### src/rtl/relogio_param_alarme.sv
// Parametrised HH:MM:SS real-time clock with seconds prescaler, 12h/24h mode,
// validated load, one-hot/Johnson digit outputs, sub-minute segments and latched alarm.
module relogio_param_alarme #(
  parameter int CLK_DIV  = 1,
  parameter int MODE_12H = 0,
  parameter int SEG_N    = 4,
  parameter int ENC      = 0
) (
  input  logic             clk,
  input  logic             reset,
  input  logic             LD,
  input  logic [1:0]       H_in1,
  input  logic [3:0]       H_in0,
  input  logic [3:0]       M_in1,
  input  logic [3:0]       M_in0,
  input  logic [3:0]       S_in1,
  input  logic [3:0]       S_in0,
  input  logic             pm_in,
  input  logic             AL_LD,
  input  logic             alarm_en,
  input  logic             alarm_ack,
  output logic [9:0]       H_out1,
  output logic [9:0]       H_out0,
  output logic [9:0]       M_out1,
  output logic [9:0]       M_out0,
  output logic [9:0]       S_out1,
  output logic [9:0]       S_out0,
  output logic             pm,
  output logic [SEG_N-1:0] seg,
  output logic             sec_tick,
  output logic             alarm,
  output logic             load_err
);

  localparam int PW = (CLK_DIV > 1) ? $clog2(CLK_DIV) : 1;
  localparam logic [PW-1:0] PMAX = PW'(CLK_DIV - 1);
  localparam int SEG_LEN = 60 / SEG_N;
  localparam logic [1:0] RST_H1 = (MODE_12H != 0) ? 2'd1 : 2'd0;
  localparam logic [3:0] RST_H0 = (MODE_12H != 0) ? 4'd2 : 4'd0;

  logic [PW-1:0] presc;
  logic [1:0]    h1, al_h1, n_h1;
  logic [3:0]    h0, m1, m0, s1, s0;
  logic [3:0]    al_h0, al_m1, al_m0;
  logic [3:0]    n_h0, n_m1, n_m0, n_s1, n_s0;
  logic          pm_r, n_pm;
  logic          tick, ld_valid, ld_ok, alarm_hit;
  logic [5:0]    hr_in, sec_v;

  assign tick     = (presc == PMAX);
  assign sec_tick = tick & ~LD;

  assign hr_in    = 6'(H_in1) * 6'd10 + 6'(H_in0);
  assign ld_valid = (H_in0 <= 4'd9) && (M_in1 <= 4'd5) && (M_in0 <= 4'd9) &&
                    (S_in1 <= 4'd5) && (S_in0 <= 4'd9) &&
                    ((MODE_12H != 0) ? (hr_in >= 6'd1 && hr_in <= 6'd12)
                                     : (hr_in <= 6'd23));
  assign ld_ok    = LD & ld_valid;

  // Time value after one second; applied only on a tick.
  always_comb begin
    n_h1 = h1; n_h0 = h0; n_m1 = m1; n_m0 = m0; n_s1 = s1; n_s0 = s0; n_pm = pm_r;
    if (s0 != 4'd9) n_s0 = s0 + 4'd1;
    else begin
      n_s0 = 4'd0;
      if (s1 != 4'd5) n_s1 = s1 + 4'd1;
      else begin
        n_s1 = 4'd0;
        if (m0 != 4'd9) n_m0 = m0 + 4'd1;
        else begin
          n_m0 = 4'd0;
          if (m1 != 4'd5) n_m1 = m1 + 4'd1;
          else begin
            n_m1 = 4'd0;
            if (MODE_12H != 0) begin
              if (h1 == 2'd1 && h0 == 4'd2) begin
                n_h1 = 2'd0; n_h0 = 4'd1;
              end else if (h1 == 2'd1 && h0 == 4'd1) begin
                n_h0 = 4'd2; n_pm = ~pm_r;
              end else if (h0 == 4'd9) begin
                n_h1 = 2'd1; n_h0 = 4'd0;
              end else n_h0 = h0 + 4'd1;
            end else begin
              if (h1 == 2'd2 && h0 == 4'd3) begin
                n_h1 = 2'd0; n_h0 = 4'd0;
              end else if (h0 == 4'd9) begin
                n_h1 = h1 + 2'd1; n_h0 = 4'd0;
              end else n_h0 = h0 + 4'd1;
            end
          end
        end
      end
    end
  end

  // Hour match ignores pm; compares the time the tick is about to produce.
  assign alarm_hit = alarm_en && tick && !ld_ok &&
                     (n_h1 == al_h1) && (n_h0 == al_h0) &&
                     (n_m1 == al_m1) && (n_m0 == al_m0) &&
                     (n_s1 == 4'd0) && (n_s0 == 4'd0);

  always_ff @(posedge clk or posedge reset) begin
    if (reset) begin
      presc <= '0;
      h1 <= RST_H1; h0 <= RST_H0; m1 <= 4'd0; m0 <= 4'd0; s1 <= 4'd0; s0 <= 4'd0;
      pm_r <= 1'b0;
      al_h1 <= 2'd0; al_h0 <= 4'd0; al_m1 <= 4'd0; al_m0 <= 4'd0;
      alarm <= 1'b0;
      load_err <= 1'b0;
    end else begin
      load_err <= LD & ~ld_valid;
      if (ld_ok) begin
        presc <= '0;
        h1 <= H_in1; h0 <= H_in0; m1 <= M_in1; m0 <= M_in0; s1 <= S_in1; s0 <= S_in0;
        pm_r <= (MODE_12H != 0) ? pm_in : 1'b0;
      end else begin
        presc <= tick ? '0 : presc + PW'(1);
        if (tick) begin
          h1 <= n_h1; h0 <= n_h0; m1 <= n_m1; m0 <= n_m0; s1 <= n_s1; s0 <= n_s0;
          pm_r <= n_pm;
        end
      end
      if (AL_LD) begin
        al_h1 <= H_in1; al_h0 <= H_in0; al_m1 <= M_in1; al_m0 <= M_in0;
      end
      if (alarm_hit) alarm <= 1'b1;
      else if (alarm_ack) alarm <= 1'b0;
    end
  end

  function automatic logic [9:0] enc_digit(input logic [3:0] d);
    logic [9:0] c;
    c = '0;
    if (ENC == 0) c = 10'b1 << d;
    else if (d < 4'd5) c[4:0] = (5'b00001 << d) - 5'd1;
    else c[4:0] = 5'b11111 << (d - 4'd5);
    return c;
  endfunction

  assign H_out1 = enc_digit({2'b00, h1});
  assign H_out0 = enc_digit(h0);
  assign M_out1 = enc_digit(m1);
  assign M_out0 = enc_digit(m0);
  assign S_out1 = enc_digit(s1);
  assign S_out0 = enc_digit(s0);
  assign pm     = pm_r;

  assign sec_v = 6'(s1) * 6'd10 + 6'(s0);

  always_comb begin
    seg = '0;
    for (int i = 0; i < SEG_N; i++) seg[i] = ((sec_v / 6'(SEG_LEN)) == 6'(i));
  end

endmodule
### config.mk
export PLATFORM = sky130hd
export DESIGN_NAME = relogio_param_alarme
export DESIGN_NICKNAME = d
export VERILOG_FILES = /design/src/rtl/relogio_param_alarme.sv
export SDC_FILE = /design/constraint.sdc
export NUM_CORES = 1
export LEC_CHECK = 0
export BUFFER_PORTS_ARGS = -buffer_cell sky130_fd_sc_hd__buf_4
export CAP_MARGIN = 0
export CORE_ASPECT_RATIO = 0.9
export CORE_MARGIN = 5
export CORE_UTILIZATION = 35
export CTS_CLUSTER_DIAMETER = 120
export DETAILED_ROUTE_END_ITERATION = 10
export PLACE_DENSITY = 0.59
export SYNTH_ARGS = -nofsm -noshare
export SYNTH_HDL_FRONTEND = slang
export SYNTH_SLANG_ARGS = --single-unit
### constraint.sdc
create_clock -name clk -period 7.5 [get_ports clk]
set_input_delay 0.75 -clock clk [delete_from_list [all_inputs] [get_ports clk]]
set_output_delay 0.75 -clock clk [all_outputs]
set_load 0.05 [all_outputs]
==> flow_summary.ini, run 1 <==
[critical_path]
required_ns = 6.75
crit_start = s1[0]$_DFF_PP0_
crit_type = flop to primary output
reg2reg_depth = 8
crit_path_frequent_cell = ha_1
timing.rr.start = s0[2]$_DFF_PP0_
setup.worst_path.start_class = flop
crit_slowest_cell = dfrtp_1
endpoint_kind = primary output
crit_fanout = 15
worstPathArrival_ns = 4.73
worstPathCellList = ha_1, ha_1, xor2_1, ha_1, inv_1, a2111oi_4, xor2_1, ha_1, nand2_1, o311ai_1, a21boi_1, a211oi_1, o32ai_2, nor2b_1, buf_4
cp_slowest_stage_delay_ns = 0.63

[sta]
skew_ns = 0.002876
fin_crit_ns = 5.479
fin_crit_sh_pct = 73.05
maxSlewHeadroom_pct = 64.26
drv_slew = 0
finalSetupViolations = 0
postLayoutSetupSlackWorst_ns = 2.021
rsz0062_at_grt = no
worst_pin_slew_ns = 0.5330
fmax_mhz = 182.5
hold_viol = 0
fin_tns_setup_ns = 0

[global_route]
grt_pass1_wl_um = 14190
use_met2_pct = 24.18
grt_pass1_vias = 2860
antenna_found_initial = 0
gr-usage-all-layers_pct = 14.77
grt-busiest-layer = met2
grt_max_degree = 39
met3_usage_pct = 3.052
grt-ovfl-total = 0
use_met1_pct = 20.59

[clock_network]
clk-insertion-delay-late_ns = 0.28
cts-htree-levels = 2
numCtsBuffers = 5
path_clk_slew_ns = 0.07
postCtsResizedCells = 0
clockRootBuffer = clkbuf_8
cts_tree = yes
cts_buffer_depth = 2
cts.sinks = 38
postCtsHoldBufs = 0
post_cts_buffers = 0

[route]
drt_iter0_drc = 199
drt_pass1_iterations = 4
drc = 0
routedWlPerCell_um = 14.53
antenna_left = 0
drt_wl_total_um = 8531
vias = 2947
viasPerCell = 5.020

[floorplan]
die_h_um = 102.6
die_w_um = 112.9
dieArea_um2 = 11590
ios = 97
std_cell_rows = 33
start_util_pct = 36.24
core-area_um2 = 9208

[final_layout]
area_growth_syn_to_layout_pct = 23.36
diodes = 0
fin_util_pct = 44.71
instances_no_fill = 587
fillCellCount = 917
drive_above_1_share_pct = 26.02
finalNetCount = 521

[min_path]
hold_path_class = flop to flop
hold_depth = 1
min_from = al_m0[3]$_DFFE_PP0P_

[synthesis]
yosysMostFrequentCell = nor2_1
synth_cell_types = 58
synth_area_leaders = dfrtp_1 (28%), ha_1 (9.4%), mux2_2 (5.4%)
synth-seq-cells = 38
ys_top_cells_by_count = nor2_1 (39), dfrtp_1 (38), a21oi_1 (25), ha_1 (25), nor3_1 (22)
netlist.area_leader.share_pct = 28.50
synth.avg_cell_area_um2 = 8.469
synth_flop_cell = dfrtp_1
yosysSeqAreaShare_pct = 28.50
synthCells = 394
synth_edf_count = 0
synthArstFlopShare_pct = 100.0
yosysTopAreaCell = dfrtp_1
synth_area_um2 = 3337
ys_warn_count = 0

[placed_design]
io_buffer_count = 88
hpwl_um = 6651
dp.cells = 580
post-place-ws_ns = 2.323
place_congestion = 0.7549

[run_status]
status = complete, no violations

[run]
cap_violations = 0
## path summary, 6_finish.rpt
kind / to / slack [ns]
max: seg[3] / 2.02
min: al_m0[3]$_DFFE_PP0P_ / 0.53
max reg2reg: alarm$_DFFE_PP0P_ / 4.49
min reg2reg: al_m0[3]$_DFFE_PP0P_ / 0.53
max in group asynchronous: h0[0]$_DFF_PP0_ / 6.58
min in group asynchronous: h1[0]$_DFF_PP0_ / 0.58
## cells by family after synthesis
logic type | share of synthesized area, %
muxes | 8.474
and+or+nand+nor | 24.78
xor gates and xnor gates | 5.924
adders and majority gates | 10.57
DFF | 28.50
buffers and inverters | 7.199
other | 0.1124
AOI/OAI and AO/OA | 14.44
## area by class of cell
type | instances | area (µm²) | area share, %
multi-input cells | 306 | 2168 | 52.67
flip-flops and latches | 38 | 950.9 | 23.10
clock buffers | 5 | 68.82 | 1.672
inverters | 24 | 90.09 | 2.188
clock inverters | 2 | 10.01 | 0.2432
repair buffers | 90 | 675.6 | 16.41
well taps | 122 | 152.6 | 3.708
## state kept, by name (all words and copies together) (netlist names), 2 cells and up
register	flops
al_m0	4
al_h0	4
s0	4
al_h1	2
al_m1	4
s1	4
m1	4
h0	4
m0	4
h1	2
## worst max-delay path, delay by kind of cell (launching register included)
family / cells / cell delay (ns)
compound gates: 5 / 1.50
fa+ha+maj: 4 / 1.19
flops: 1 / 0.63
xor+xnor: 2 / 0.52
buf+inv: 2 / 0.30
simple gates: 2 / 0.29
## placed cells by master (no fill, tap or decap), types with 3 or more instances in the layout
cell type  synthesis  routed
a211oi_1           3       3
a21o_1             3       3
a21oi_1           25      25
a22oi_1            3       3
a31oi_1            3       3
and2_1             6       6
buf_4              7      90
clkbuf_8           0       5
conb_1             1       7
dfrtp_1           38      38
ha_1              25      25
inv_1             20      20
inv_2              4       4
mux2_2            16      16
mux2i_1            8       8
nand2_1           16      16
nand2b_1          16      16
nand3_1           11      11
nand3b_1           3       3
nand4_1            5       5
nand4bb_1          4       4
nor2_1            39      39
nor2b_1           15      15
nor3_1            22      22
nor4_1             8       8
o211ai_1           3       3
o21ai_0            9       9
or2_1              3       3
xnor2_1           13      13
xor2_1             7       7
## routing by layer
layer | part of all wire [%] | vias up
met5 | 0 | -
li1 | - | 1503
met4 | 0.63 | 0
met3 | 5.4 | 7
met2 | 46 | 66
met1 | 48 | 1371
## stage by stage
stage / instance area, µm² / hold WS, ns
after floorplan: 3359 / 0.5011
after global placement: 4038 / 0.5123
after detailed placement: 4038 / 0.5184
after CTS: 4116 / 0.5355
after global routing: 4116 / 0.5557
final: 4116 / 0.5301
Power of run 1 is left out: the tool's default activity adds up to more than one toggle a clock period on the data nets, which glitch-free logic cannot reach.
==> run 2: changes to the inputs <==
Settings changed: ABC_AREA from default to 1.
Clock period 7.5 ns to 5.5 ns, I/O delays scaled along.
==> flow_summary.ini, run 2 <==
[run_status]
status = complete, no violations

[synthesis]
synth.avg_cell_area_um2 = 6.800
synth_flop_cell = dfrtp_1
synth_area_leaders = dfrtp_1 (29%), nand2_1 (14%), ha_1 (9.4%)
yosysMostFrequentCell = nand2_1
synth_fa_ha_area_share_pct = 10.63
yosysTopAreaCell = dfrtp_1
synth_mux_area_share_pct = 1.018
synthCells = 488
ys_warn_count = 0
synth_compound_area_share_pct = 9.540
synthSimpleGateAreaFrac_pct = 33.33
synth_area_um2 = 3318
yosysSeqAreaShare_pct = 28.66
synthArstFlopShare_pct = 100.0
synthXorXnorAreaFrac_pct = 5.015
synth_top_family_by_area = simple AND/OR/NAND/NOR gates
ys_top_cells_by_count = nand2_1 (120), inv_1 (72), nor2_1 (65), dfrtp_1 (38), o21ai_0 (36)
synth_edf_count = 0
netlist.area_leader.share_pct = 28.66
synth_cell_types = 34
synth-seq-cells = 38

[critical_path]
reg2reg_to = alarm$_DFFE_PP0P_
crit_path_frequent_cell = ha_1
timing.rr.start = s0[2]$_DFF_PP0_
reg2reg_depth = 14
cp.buffers_inverters = 3
crit_slowest_cell = dfrtp_1
endpoint_kind = primary output
reg2reg_slack_ns = 3.24
setup.worst_path.start_class = flop
cp_slowest_stage_delay_ns = 0.56
worstPathCellList = ha_1, ha_1, xor2_1, ha_1, inv_1, nor2_1, nand2_2, nand2_1, nand2_1, ha_1, nand3_1, nand2_1, inv_2, nand2_2, a21oi_2, nor2_1, nor2_1, buf_4
crit_fanout = 11
worstPathArrival_ns = 3.73
required_ns = 4.95
cp_top_family = adder cells
crit_type = flop to primary output

[sta]
worst_pin_slew_ns = 0.8601
hold_viol = 0
fin_crit_ns = 4.276
fin_crit_sh_pct = 77.75
maxSlewHeadroom_pct = 42.60
drv_slew = 0
finalSetupViolations = 0
fmax_mhz = 233.9
fin_tns_setup_ns = 0
rsz0062_at_grt = no
skew_ns = 0.01090

[global_route]
grt_pass1_wl_um = 13880
antenna_found_initial = 0
gr-usage-all-layers_pct = 14.38
grt-ovfl-total = 0
grt_max_degree = 39
grt_pass1_vias = 3066

[floorplan]
std_cell_rows = 33
die_w_um = 112.6
start_util_pct = 36.20
die_h_um = 102.4
dieArea_um2 = 11530
ios = 97
core-area_um2 = 9166

[final_layout]
multi_input_area_um2 = 2002
finalNetCount = 631
drive_above_1_share_pct = 22.22
diodes = 0
layout_common_cells = nand2_1 (120), buf_4 (89), inv_1 (72)
fillCellCount = 968
final_common_cell = nand2_1
regArea_um2 = 950.9
area_growth_syn_to_layout_pct = 26.85

[placed_design]
io_buffer_count = 88
hpwl_um = 6653
place_congestion = 0.8023

[route]
drt_pass1_iterations = 4
drc = 0
antenna_left = 0
routedWlPerCell_um = 11.71
drt_wl_total_um = 8176
viasPerCell = 4.579
vias = 3196
drt_iter0_drc = 140

[clock_network]
path_clk_slew_ns = 0.08
cts-htree-levels = 2
cts.sinks = 38
numCtsBuffers = 5
postCtsHoldBufs = 0
clockRootBuffer = clkbuf_8
cts_buffer_depth = 2
cts_tree = yes
clk-insertion-delay-late_ns = 0.29
postCtsResizedCells = 0
post_cts_buffers = 0

[min_path]
hold_path_class = primary input to asynchronous set/reset pin

[run]
cap_violations = 0
## run 2: cell count changes after synthesis, sizes merged, moves of 16 or more
| cell | delta |
|---|---|
| nor2 | +30 |
| inv | +54 |
| nand2 | +112 |
| o21ai | +29 |
| nand2b | -16 |
| nand3 | +17 |
## run 2: cell type report
| class | instances | share of cell area (%) |
|---|---|---|
| flip-flops and latches | 38 | 22.59 |
| inverters | 79 | 7.075 |
| clock inverters | 3 | 1.635 |
| clock buffers | 5 | 1.635 |
| repair buffers | 89 | 15.87 |
| multi-input cells | 362 | 47.56 |
| well taps | 122 | 3.627 |
## run 2: how the worst max path moves through the flow
stage	from	endpoint	cells after the start
3_5_place_dp	s1[2]$_DFF_PP0_	seg[3]	18
5_1_grt	s1[2]$_DFF_PP0_	seg[0]	18
4_1_cts	s1[2]$_DFF_PP0_	seg[2]	18
6_report	s1[2]$_DFF_PP0_	seg[3]	18
3_3_place_gp	s1[2]$_DFF_PP0_	seg[0]	18
2_1_floorplan	s1[0]$_DFF_PP0_	seg[0]	17
## run 2: metrics by stage
stage / cells / utilization (%) / setup slack [ns] / area [µm²] / hold WS, ns
after floorplan: 494 / - / 1.270 / 3341 / 0.5005
after global placement: 690 / 44.42 / 1.663 / 4071 / 0.4662
after detailed placement: 690 / 44.42 / 1.559 / 4071 / 0.4707
after CTS: 698 / 45.92 / 1.221 / 4209 / 0.3916
after global routing: 698 / 45.92 / 0.8259 / 4209 / 0.4312
final: 698 / 45.92 / 1.224 / 4209 / 0.3645
## run 2: worst register-to-register path: stages, from the launching register on
cell	delay, ns
dfrtp_1	0.47
inv_2	0.12
nand2_1	0.14
nor2_8	0.21
nand2_4	0.11
nor2_8	0.17
nand2_4	0.13
o21ai_2	0.14
nand2_1	0.08
xor2_1	0.15
a21oi_1	0.16
nand2_1	0.09
nor2_1	0.09
nand2_1	0.07
nand2_1	0.06
## run 2: cells by family (layout without fill, tap and decap cells)
kind of cell	after synthesis	after routing
AND/OR/NAND/NOR	248	248
buffers and inverters	94	176
AO/OA/AOI/OAI	58	58
flip-flops	38	38
adder cells (fa/ha/maj)	27	27
XOR/XNOR	19	19
multiplexers	3	3
other	1	7
## run 2: metal layers
metal  up-vias  track usage [%]  routed length (µm)
met1      1450            18.43                3810
met5         -                0                   0
li1       1682                -                   -
met3         6            2.664                 382
met4         0            2.773                  60
met2        58            25.59                3923
Power of run 2 is left out for the same reason.
